## config.mk

```make
export PLATFORM = sky130hd
export DESIGN_NAME = irq_vector_ctrl_flat
export DESIGN_NICKNAME = d
export VERILOG_FILES = /design/src/rtl/irq_vector_ctrl_pkg.sv /design/src/rtl/irq_vector_ctrl_if.sv /design/src/rtl/irq_prio_enc.sv /design/src/rtl/irq_vector_ctrl.sv /design/src/flat_wrapper.sv
export SDC_FILE = /design/constraint.sdc
export NUM_CORES = 1
export LEC_CHECK = 0
export CAP_MARGIN = 30
export CELL_PAD_IN_SITES_DETAIL_PLACEMENT = 1
export CELL_PAD_IN_SITES_GLOBAL_PLACEMENT = 2
export CORE_UTILIZATION = 31
export CTS_CLUSTER_DIAMETER = 120
export CTS_CLUSTER_SIZE = 28
export DETAILED_ROUTE_END_ITERATION = 10
export HOLD_SLACK_MARGIN = 0.1
export PLACE_DENSITY_LB_ADDON = 0.1
export SETUP_SLACK_MARGIN = 0.2
export SLEW_MARGIN = 20
export SYNTH_ARGS = -nofsm -noshare
export SYNTH_HDL_FRONTEND = slang
export SYNTH_SLANG_ARGS = --single-unit
```

## constraint.sdc

```tcl
create_clock -name clk -period 1.4 [get_ports clk]
set_input_delay 0.28 -clock clk [delete_from_list [all_inputs] [get_ports clk]]
set_output_delay 0.28 -clock clk [all_outputs]
set_load 0.005 [all_outputs]
```

## src/rtl/irq_vector_ctrl_pkg.sv

```systemverilog
// irq_vector_ctrl_pkg
// Shared definitions for the interrupt vector controller:
//   - default channel-number and instruction-memory address widths
//   - default vector-table reset entry base and stride (word addresses)
//   - request FSM state encoding
//   - helper computing a channel's reset entry
package irq_vector_ctrl_pkg;

    // Default channel-number width (2**NBIT_IRQ must cover the channel count).
    localparam int unsigned NBIT_IRQ     = 2;
    // Instruction-memory word-address width.
    localparam int unsigned IM_ADDR_NBIT = 10;

    // Channel 0 resets to word 'h123 (byte 'h48c); channels are 'h20 words apart.
    localparam int unsigned DEF_ENTR_BASE   = 'h123;
    localparam int unsigned DEF_ENTR_STRIDE = 'h20;

    typedef enum logic [0:0] {
        StIdle = 1'b0,
        StReq  = 1'b1
    } irq_state_e;

    // Untruncated reset entry for channel ch; the caller narrows it to its
    // address width.
    function automatic int unsigned entr_reset(input int unsigned base,
                                               input int unsigned stride,
                                               input int unsigned ch);
        return base + ch * stride;
    endfunction

endpackage

```

## src/rtl/irq_vector_ctrl_if.sv

```systemverilog
// irq_vector_ctrl_if
// Bundles every non-clock/reset signal of the interrupt vector controller.
//   master : the controller side (consumes sources, mask, table writes,
//            ack/eret; drives the request, channel, entry and in-service set)
//   slave  : the core / source side, directions mirrored
// Signals:
//   irq_src[NCH]    raw level interrupt sources
//   irq_mask[NCH]   1 = channel enabled
//   vt_we/vt_idx/vt_data   vector-table write port
//   irq_req/irq_num/irq_entr   registered request to the core
//   irq_ack         core accepts the request (pulse)
//   eret            core returns from the current ISR (pulse)
//   in_service[NCH] channels currently being serviced
interface irq_vector_ctrl_if
    import irq_vector_ctrl_pkg::*;
#(
    parameter int unsigned NCH  = 3,
    parameter int unsigned NBIT = NBIT_IRQ,
    parameter int unsigned AW   = IM_ADDR_NBIT
);

    logic [NCH-1:0]  irq_src;
    logic [NCH-1:0]  irq_mask;
    logic            vt_we;
    logic [NBIT-1:0] vt_idx;
    logic [AW-1:0]   vt_data;
    logic            irq_req;
    logic [NBIT-1:0] irq_num;
    logic [AW-1:0]   irq_entr;
    logic            irq_ack;
    logic            eret;
    logic [NCH-1:0]  in_service;

    modport master (
        input  irq_src,
        input  irq_mask,
        input  vt_we,
        input  vt_idx,
        input  vt_data,
        input  irq_ack,
        input  eret,
        output irq_req,
        output irq_num,
        output irq_entr,
        output in_service
    );

    modport slave (
        output irq_src,
        output irq_mask,
        output vt_we,
        output vt_idx,
        output vt_data,
        output irq_ack,
        output eret,
        input  irq_req,
        input  irq_num,
        input  irq_entr,
        input  in_service
    );

endinterface

```

## src/rtl/irq_prio_enc.sv

```systemverilog
// irq_prio_enc
// Combinational lowest-index-first priority encoder.
// Ports:
//   req[NCH]    request vector
//   valid       any bit of req set
//   idx[NBIT]   index of the lowest set bit (0 when valid is low)
module irq_prio_enc #(
    parameter int unsigned NCH  = 3,
    parameter int unsigned NBIT = 2
) (
    input  logic [NCH-1:0]  req,
    output logic            valid,
    output logic [NBIT-1:0] idx
);

    always_comb begin
        valid = |req;
        idx   = '0;
        // Scan high to low so the lowest set index is the last one written.
        for (int i = int'(NCH) - 1; i >= 0; i--) begin
            if (req[i]) begin
                idx = NBIT'(i);
            end
        end
    end

endmodule

```

## src/rtl/irq_vector_ctrl.sv

```systemverilog
// irq_vector_ctrl
// Interrupt controller for the core: captures rising edges on NCH level
// sources, masks them, arbitrates by fixed priority (channel 0 highest) and
// presents one registered {channel, ISR entry} request through a req/ack
// handshake. A runtime-writable vector table supplies the entries; channels
// stay in service until the core signals eret.
// Ports:
//   clk   clock, all state updates on the rising edge
//   rst   synchronous active-high reset
//   bus   irq_vector_ctrl_if.master (sources, mask, table write port,
//         request/ack, eret, in-service set)
// Build option:
//   IRQ_NESTING_EN  when defined, a channel strictly higher in priority than
//                   every in-service channel may preempt (nested ISRs);
//                   otherwise a new request waits until nothing is in service.
module irq_vector_ctrl
    import irq_vector_ctrl_pkg::*;
#(
    parameter int unsigned NCH         = 3,
    parameter int unsigned NBIT        = NBIT_IRQ,
    parameter int unsigned AW          = IM_ADDR_NBIT,
    parameter int unsigned ENTR_BASE   = DEF_ENTR_BASE,
    parameter int unsigned ENTR_STRIDE = DEF_ENTR_STRIDE
) (
    input logic                clk,
    input logic                rst,
    irq_vector_ctrl_if.master  bus
);

    irq_state_e      state_q, state_d;
    logic [NCH-1:0]  src_q;
    logic [NCH-1:0]  pending_q, pending_d;
    logic [NCH-1:0]  in_service_q, in_service_d;
    logic [NBIT-1:0] num_q, num_d;
    logic [AW-1:0]   entr_q, entr_d;
    logic [AW-1:0]   vt_q [NCH];

    logic [NCH-1:0]  elig;
    logic [NCH-1:0]  preempt_ok;
    logic            win_valid;
    logic [NBIT-1:0] win_idx;
    logic [AW-1:0]   win_entr;
    logic            isv_valid;
    logic [NBIT-1:0] isv_idx;
    logic [NCH-1:0]  isv_oh;
    logic [NCH-1:0]  num_oh;
    logic            ack_take;
    logic            sel_enabled;

    // ---------------------------------------------------------------------
    // Arbitration
    // ---------------------------------------------------------------------
    assign elig = pending_q & bus.irq_mask & ~in_service_q & preempt_ok;

    irq_prio_enc #(
        .NCH  (NCH),
        .NBIT (NBIT)
    ) u_win_enc (
        .req   (elig),
        .valid (win_valid),
        .idx   (win_idx)
    );

    // Lowest in-service channel: the one eret retires, and the preemption
    // threshold when nesting is enabled.
    irq_prio_enc #(
        .NCH  (NCH),
        .NBIT (NBIT)
    ) u_isv_enc (
        .req   (in_service_q),
        .valid (isv_valid),
        .idx   (isv_idx)
    );

`ifdef IRQ_NESTING_EN
    always_comb begin
        preempt_ok = '0;
        for (int i = 0; i < int'(NCH); i++) begin
            preempt_ok[i] = !isv_valid || (i < int'(isv_idx));
        end
    end
`else
    assign preempt_ok = {NCH{~isv_valid}};
`endif

    // Decode the latched channel and the lowest in-service channel; also
    // mux the winner's table entry without indexing past NCH.
    always_comb begin
        num_oh   = '0;
        isv_oh   = '0;
        win_entr = '0;
        for (int i = 0; i < int'(NCH); i++) begin
            num_oh[i] = (num_q == NBIT'(i));
            isv_oh[i] = (isv_idx == NBIT'(i));
            if (win_idx == NBIT'(i)) begin
                win_entr = vt_q[i];
            end
        end
    end

    assign ack_take    = (state_q == StReq) && bus.irq_ack;
    assign sel_enabled = |(num_oh & bus.irq_mask);

    // ---------------------------------------------------------------------
    // Request FSM
    // ---------------------------------------------------------------------
    always_comb begin
        state_d = state_q;
        num_d   = num_q;
        entr_d  = entr_q;
        case (state_q)
            StIdle: begin
                if (win_valid) begin
                    state_d = StReq;
                    num_d   = win_idx;
                    entr_d  = win_entr;
                end
            end
            StReq: begin
                // Request is frozen until accepted or its channel is masked.
                if (bus.irq_ack) begin
                    state_d = StIdle;
                end else if (!sel_enabled) begin
                    state_d = StIdle;
                end
            end
            default: state_d = StIdle;
        endcase
    end

    // ---------------------------------------------------------------------
    // Pending and in-service bookkeeping
    // ---------------------------------------------------------------------
    always_comb begin
        // A fresh edge on the channel being acked keeps it pending.
        pending_d = pending_q;
        if (ack_take) begin
            pending_d = pending_d & ~num_oh;
        end
        pending_d = pending_d | (bus.irq_src & ~src_q);

        // eret retires the lowest in-service channel before ack adds one.
        in_service_d = in_service_q;
        if (bus.eret && isv_valid) begin
            in_service_d = in_service_d & ~isv_oh;
        end
        if (ack_take) begin
            in_service_d = in_service_d | num_oh;
        end
    end

    always_ff @(posedge clk) begin
        if (rst) begin
            state_q      <= StIdle;
            src_q        <= '0;
            pending_q    <= '0;
            in_service_q <= '0;
            num_q        <= '0;
            entr_q       <= '0;
        end else begin
            state_q      <= state_d;
            src_q        <= bus.irq_src;
            pending_q    <= pending_d;
            in_service_q <= in_service_d;
            num_q        <= num_d;
            entr_q       <= entr_d;
        end
    end

    // ---------------------------------------------------------------------
    // Vector table; indices at or above NCH match no entry and are dropped.
    // ---------------------------------------------------------------------
    always_ff @(posedge clk) begin
        for (int i = 0; i < int'(NCH); i++) begin
            if (rst) begin
                vt_q[i] <= AW'(entr_reset(ENTR_BASE, ENTR_STRIDE, i));
            end else if (bus.vt_we && (bus.vt_idx == NBIT'(i))) begin
                vt_q[i] <= bus.vt_data;
            end
        end
    end

    assign bus.irq_req    = (state_q == StReq);
    assign bus.irq_num    = num_q;
    assign bus.irq_entr   = entr_q;
    assign bus.in_service = in_service_q;

endmodule

```

## src/flat_wrapper.sv

```systemverilog
// flat-port wrapper written by rule: the top's interface ports become plain ports
module irq_vector_ctrl_flat import irq_vector_ctrl_pkg::*;
#(
    parameter int unsigned NCH         = 3,
    parameter int unsigned NBIT        = NBIT_IRQ,
    parameter int unsigned AW          = IM_ADDR_NBIT,
    parameter int unsigned ENTR_BASE   = DEF_ENTR_BASE,
    parameter int unsigned ENTR_STRIDE = DEF_ENTR_STRIDE
)
  (clk, rst, bus_irq_src, bus_irq_mask, bus_vt_we, bus_vt_idx, bus_vt_data, bus_irq_ack, bus_eret, bus_irq_req, bus_irq_num, bus_irq_entr, bus_in_service);
  irq_vector_ctrl_if #(.NCH(NCH), .NBIT(NBIT), .AW(AW)) bus_i ();
  input logic clk;
  input logic rst;
  input wire logic [$bits(bus_i.irq_src)-1:0] bus_irq_src;
  input wire logic [$bits(bus_i.irq_mask)-1:0] bus_irq_mask;
  input wire logic [$bits(bus_i.vt_we)-1:0] bus_vt_we;
  input wire logic [$bits(bus_i.vt_idx)-1:0] bus_vt_idx;
  input wire logic [$bits(bus_i.vt_data)-1:0] bus_vt_data;
  input wire logic [$bits(bus_i.irq_ack)-1:0] bus_irq_ack;
  input wire logic [$bits(bus_i.eret)-1:0] bus_eret;
  output wire logic [$bits(bus_i.irq_req)-1:0] bus_irq_req;
  output wire logic [$bits(bus_i.irq_num)-1:0] bus_irq_num;
  output wire logic [$bits(bus_i.irq_entr)-1:0] bus_irq_entr;
  output wire logic [$bits(bus_i.in_service)-1:0] bus_in_service;
  assign bus_i.irq_src = bus_irq_src;
  assign bus_i.irq_mask = bus_irq_mask;
  assign bus_i.vt_we = bus_vt_we;
  assign bus_i.vt_idx = bus_vt_idx;
  assign bus_i.vt_data = bus_vt_data;
  assign bus_i.irq_ack = bus_irq_ack;
  assign bus_i.eret = bus_eret;
  assign bus_irq_req = bus_i.irq_req;
  assign bus_irq_num = bus_i.irq_num;
  assign bus_irq_entr = bus_i.irq_entr;
  assign bus_in_service = bus_i.in_service;
  irq_vector_ctrl #(.NCH(NCH), .NBIT(NBIT), .AW(AW), .ENTR_BASE(ENTR_BASE), .ENTR_STRIDE(ENTR_STRIDE)) u_core (.clk(clk), .rst(rst), .bus(bus_i));
endmodule
```

Word-level counts from Yosys, hierarchy flattened --
Memories as Yosys holds them, arrays and structs flattened. Cells that the tools add are included.
Storage, ports and cells: register bits after elaboration 22, bits in writable memories 30, bits of input ports 23, output and inout bits 16, logic and storage cells 76, memories 1
Memories:
- u_core.vt_q | depth 3, width 10, read ports 3, clocked after Yosys merged registers in 0, wr ports 3, RTL line irq_vector_ctrl.sv:36 | logic [AW-1:0] vt_q [NCH];
Operators by class: eq/ne operators 8, mux-type cells 30, bitwise logic cells 18, reduce and logical (&&, ||, !) cells 13
Operator list (number):
- 10-bit 2-to-1 mux | 6
- 3-bit AND | 7
- 1-bit 2-to-1 mux | 14
- 2-bit 2-to-1 mux | 6
- 3-bit NOT | 4
- 3-bit 2-to-1 mux | 3
- 3-bit OR reduction | 3
- 2-bit by 1-bit == test with 1-bit output (second input constant) | 4
- 2-bit == test (second input constant) | 4
- 2-bit logical NOT | 4
- 3-bit OR | 2
- 1-bit logical AND | 5
- 1-bit OR | 3
- 1-bit NOT | 2
- 1-bit case mux with 2 select lines | 1
- 2-bit AND reduction | 1

Depth between registers and ports, before layout --
depth in word-level cells 10, gate-level depth with buffers 5, mapped depth without buffers 4

Hierarchy --
From an unflattened synthesis, not the netlist that was laid out.
Second synthesis, totals: cells, all modules 184, area, all modules 2274.7 um2
By module, submodules not included:
- irq_vector_ctrl | instances 1, cells an instance 178, area an instance 2234.6 um2, sequential area each 1341.3 um2
- irq_prio_enc | instances 2, cells an instance 3, area an instance 20.0 um2, sequential area each 0.0 um2

Worst setup path before layout --
No wires, ideal clock.
path type register to register, start register u_core.in_service_q[0], in the netlist u_core.bus.in_service[0], end register u_core.entr_q[1], in the netlist u_core.bus.irq_entr[1], setup time 0.120 ns, data arrival time 1.397 ns, data required time 1.280 ns, setup slack -0.117 ns, cell stages (with the launch flop) 6, buffers on the path 1, clock period less this slack 1.517 ns, cell sequence dfxtp_1 -> or3_4 -> a211o_1 -> buf_6 -> o221ai_1 -> o2bb2ai_1
Between the ends: longest elaborated chain between the ends 10, elaborated cells between the ends (all ways) 16, classes of those cells 2 x eq/ne; 6 x mux; 4 x bitwise; 4 x reduce/logical
Ends and longest elaborated chain:
- start, declared | RTL line irq_vector_ctrl.sv:33 | logic [NCH-1:0] in_service_q, in_service_d;
- start signal, assigned | RTL line irq_vector_ctrl.sv:164 | in_service_q <= in_service_d;
- 3-bit OR reduction | RTL line irq_prio_enc.sv:17 | valid = |req;
- 1-bit NOT | RTL line irq_vector_ctrl.sv:83 | assign preempt_ok = {NCH{~isv_valid}};
- 3-bit AND (*) | RTL line irq_vector_ctrl.sv:53 | assign elig = pending_q & bus.irq_mask & ~in_service_q & preempt_ok;
- 2-bit 2-to-1 mux (3 in a row) | RTL line irq_prio_enc.sv:21 | if (req[i]) begin
- 2-bit logical NOT | RTL line irq_vector_ctrl.sv:95 | if (win_idx == NBIT'(i)) begin
- 10-bit 2-to-1 mux (3 in a row) | RTL line irq_vector_ctrl.sv:95
- end signal, assigned | RTL line irq_vector_ctrl.sv:166 | entr_q <= entr_d;
- end, declared | RTL line irq_vector_ctrl.sv:35 | logic [AW-1:0] entr_q, entr_d;
Every way passes the cells marked *; elsewhere a longest branch is shown, timed or not. A chain may end at the register's enable or synchronous reset.

Final worst setup path --
start register u_core.in_service_q[0], in the netlist u_core.bus.in_service[0], end register u_core.entr_q[5], in the netlist u_core.bus.irq_entr[5]
The elaborated chain is that of the path after synthesis.

==> results.cfg <==
[outcome]
status = finished, violations left
violations = negative setup slack

[power]
leakage_nw = 1.33
comb_power_share_pct = 20.3
p_seq_share_pct = 52.9
p_clk_share_pct = 26.8
swShare_pct = 26.6
p_int_mw = 2.49
p_switching_mw = 0.901
ir_drop_mv = 0.425
power_density_nw_per_um2 = 976

[critical_path]
startpoint_type = flip-flop
crit_path_end_kind = flip-flop
critPathKind = flip-flop to flip-flop
required_ns = 1.65
cp.arrival_ns = 1.79
worstPathMaxFanout = 5

[layout]
mostFrequentLayoutCells = buf_4, edfxtp_1, buf_6
multi_input_area_um2 = 1010
n_fill_cell = 729
register_area_um2 = 1370
area_growth_pct = 58.0
postLayoutCoreUtil_pct = 50.8
drive_gt1_share_pct = 43.8
final_cells = 370
mostFrequentLayoutCell = buf_4
final_nets = 296
diodes = 0
final_area_um2 = 3470

[global_routing]
grt_max_degree = 19
grt_use_total_pct = 17.9
grt.busiest_layer = met2
met3_usage_pct = 3.33
grt_util_met1_pct = 22.1
grt_pass1_vias = 1924
grt_first_pass_wirelength_mm = 10.0
antenna_found_initial = 0
grt_use_met2_pct = 31.7
grt-ovfl-total = 0

[sta]
setup_ws_ns = -0.141
rsz0062_at_grt = yes
tightest_slew_ns = 0.315
fin_crit_ns = 1.54
fin_hold_ws_ns = 0.467
report.final.slew_viol_count = 0
setup_violations = 12
fmax_mhz = 649
skew_ns = 0.0167
finalCritPeriodShare_pct = 110
final-hold-violation-count = 0
relSlewSlack_pct = 79.0

[clocking]
h-tree-depth = 2
insertion_delay_ns = 0.31
root_buffer = clkbuf_8
cts_buffers = 5
hold_buffers = 0
path_clk_slew_ns = 0.10
cts_sinks = 52
cts_tree = yes
cts.path.max_buffers = 2

[drt]
viasPerCell = 4.72
routed-via-count = 1748
drc = 0
route.final.wire_length_mm = 6.33
dr.pass1.iters = 4
antenna_left = 0
drt_iter0_drc = 37
wl_per_cell_um = 17.1

[yosys]
yosys.area.top_type = edfxtp_1
synth-seq-cells = 52
ys_types = 32
synthArstFlopShare_pct = 0
synth_top_area_share_pct = 41.0
synth-main-ff-cell = edfxtp_1
syn_area_um2 = 2200
syn_nets = 204
yosys_warnings = 0
ys_top_cells_by_area = edfxtp_1, dfxtp_1, and2_1
synth.yosys.seq_area_share_pct = 61.0
synth_edf_count = 30
synth.avg_cell_area_um2 = 12.1
synth_cells = 181

[floorplan]
die_width_um = 86.2
start_util_pct = 32.2
rows = 30
pin_count = 39
die-area_um2 = 7430
core_um2 = 6830
die_h_um = 86.2

[placed_design]
place_area_um2 = 3020
port_buffers = 38
preCtsSetupSlack_ns = -0.450
dpl.cell_count = 346
dp_hpwl_mm = 4.52
routabilityCongestion = 0.803

[min_path]
hp-class = primary input to flip-flop

[job]
maxCapViolations = 0
[worst paths after layout]
path	from	to	slack, ns	depth (start not counted)
setup / recovery	u_core.bus.in_service[0]$_SDFF_PP0_	u_core.bus.irq_entr[5]$_SDFFE_PP0P_	-0.14	6
hold reg to reg	u_core.bus.irq_entr[0]$_SDFFE_PP0P_	u_core.bus.irq_entr[0]$_SDFFE_PP0P_	0.47	1
setup reg to reg	u_core.bus.in_service[0]$_SDFF_PP0_	u_core.bus.irq_entr[5]$_SDFFE_PP0P_	-0.14	6
hold / removal	rst	u_core.bus.in_service[0]$_SDFF_PP0_	0.47	3
[per-layer routing]
metal  routed length [µm]  part of all wire (%)
met5                    0                     0
met1                 2720                    43
met2                 3350                    53
met4                   75                   1.2
met3                  186                   2.9
[synthesized netlist by cell type (5+ instances only)]
master	count
a21oi_1	7
and2_1	18
and3_1	10
clkbuf_1	5
dfxtp_1	22
edfxtp_1	30
nand2b_1	14
nor2_1	16
nor2b_1	7
o221ai_1	10
o2bb2ai_1	11
[worst max-delay path, stage by stage (launching register included)]
cell and delay, ns:
dfxtp_2 0.35, or3_4 0.40, buf_6 0.14, a221oi_4 0.24
buf_6 0.19, nor2_2 0.04, o2bb2ai_1 0.12
[cell families (layout without fill, tap and decap cells)]
group	Yosys count	count (layout)	synth area share, %
buf+inv	10	103	2.05
simple gates	79	79	22.1
compound gates	38	38	13.8
flops	52	52	61.0
mux	2	2	0.968
[sequential cells by signal, summed over array words and instances, names as in the netlist]
register               count
u_core.bus.in_service      3
u_core.bus.irq_req         1
u_core.src_q               3
u_core.vt_q               30
u_core.bus.irq_num         2
u_core.bus.irq_entr       10
u_core.pending_q           3
[through the flow]
stage,power [mW],setup TNS (ns)
after floorplan,2.01,-0.474
after CTS,3.32,-1.66
final,3.39,-1.54
after global routing,3.54,-2.33
after detailed placement,2.37,-18.18
after global placement,2.35,-15.75
[power by group through the flow]
stage          logic (mW)  clock network [mW]  registers (mW)
6_report            0.688               0.907            1.79
5_1_grt             0.737                1.00            1.80
4_1_cts             0.604               0.934            1.79
3_5_place_dp        0.554                   0            1.82
3_3_place_gp        0.536                   0            1.81
2_1_floorplan       0.207                   0            1.81
[area by class of cell]
cell class                 count  area share, %
inverter                       4          0.433
sequential                    52           39.4
tap                           96           3.46
timing repair buffer          91           24.8
clock inverter                 3          0.721
clock buffer                   5           1.98
multi-input combinational    119           29.2
[timing repair]
action,CTS,global route
setup buffers,9,6
gates resized for setup,78,38
setup endpoints to repair,86,29
endpoints found under the hold margin,0,0
gates cloned,1,0
pin swaps,9,11
Note: power is estimated with default switching activity, not from simulation.
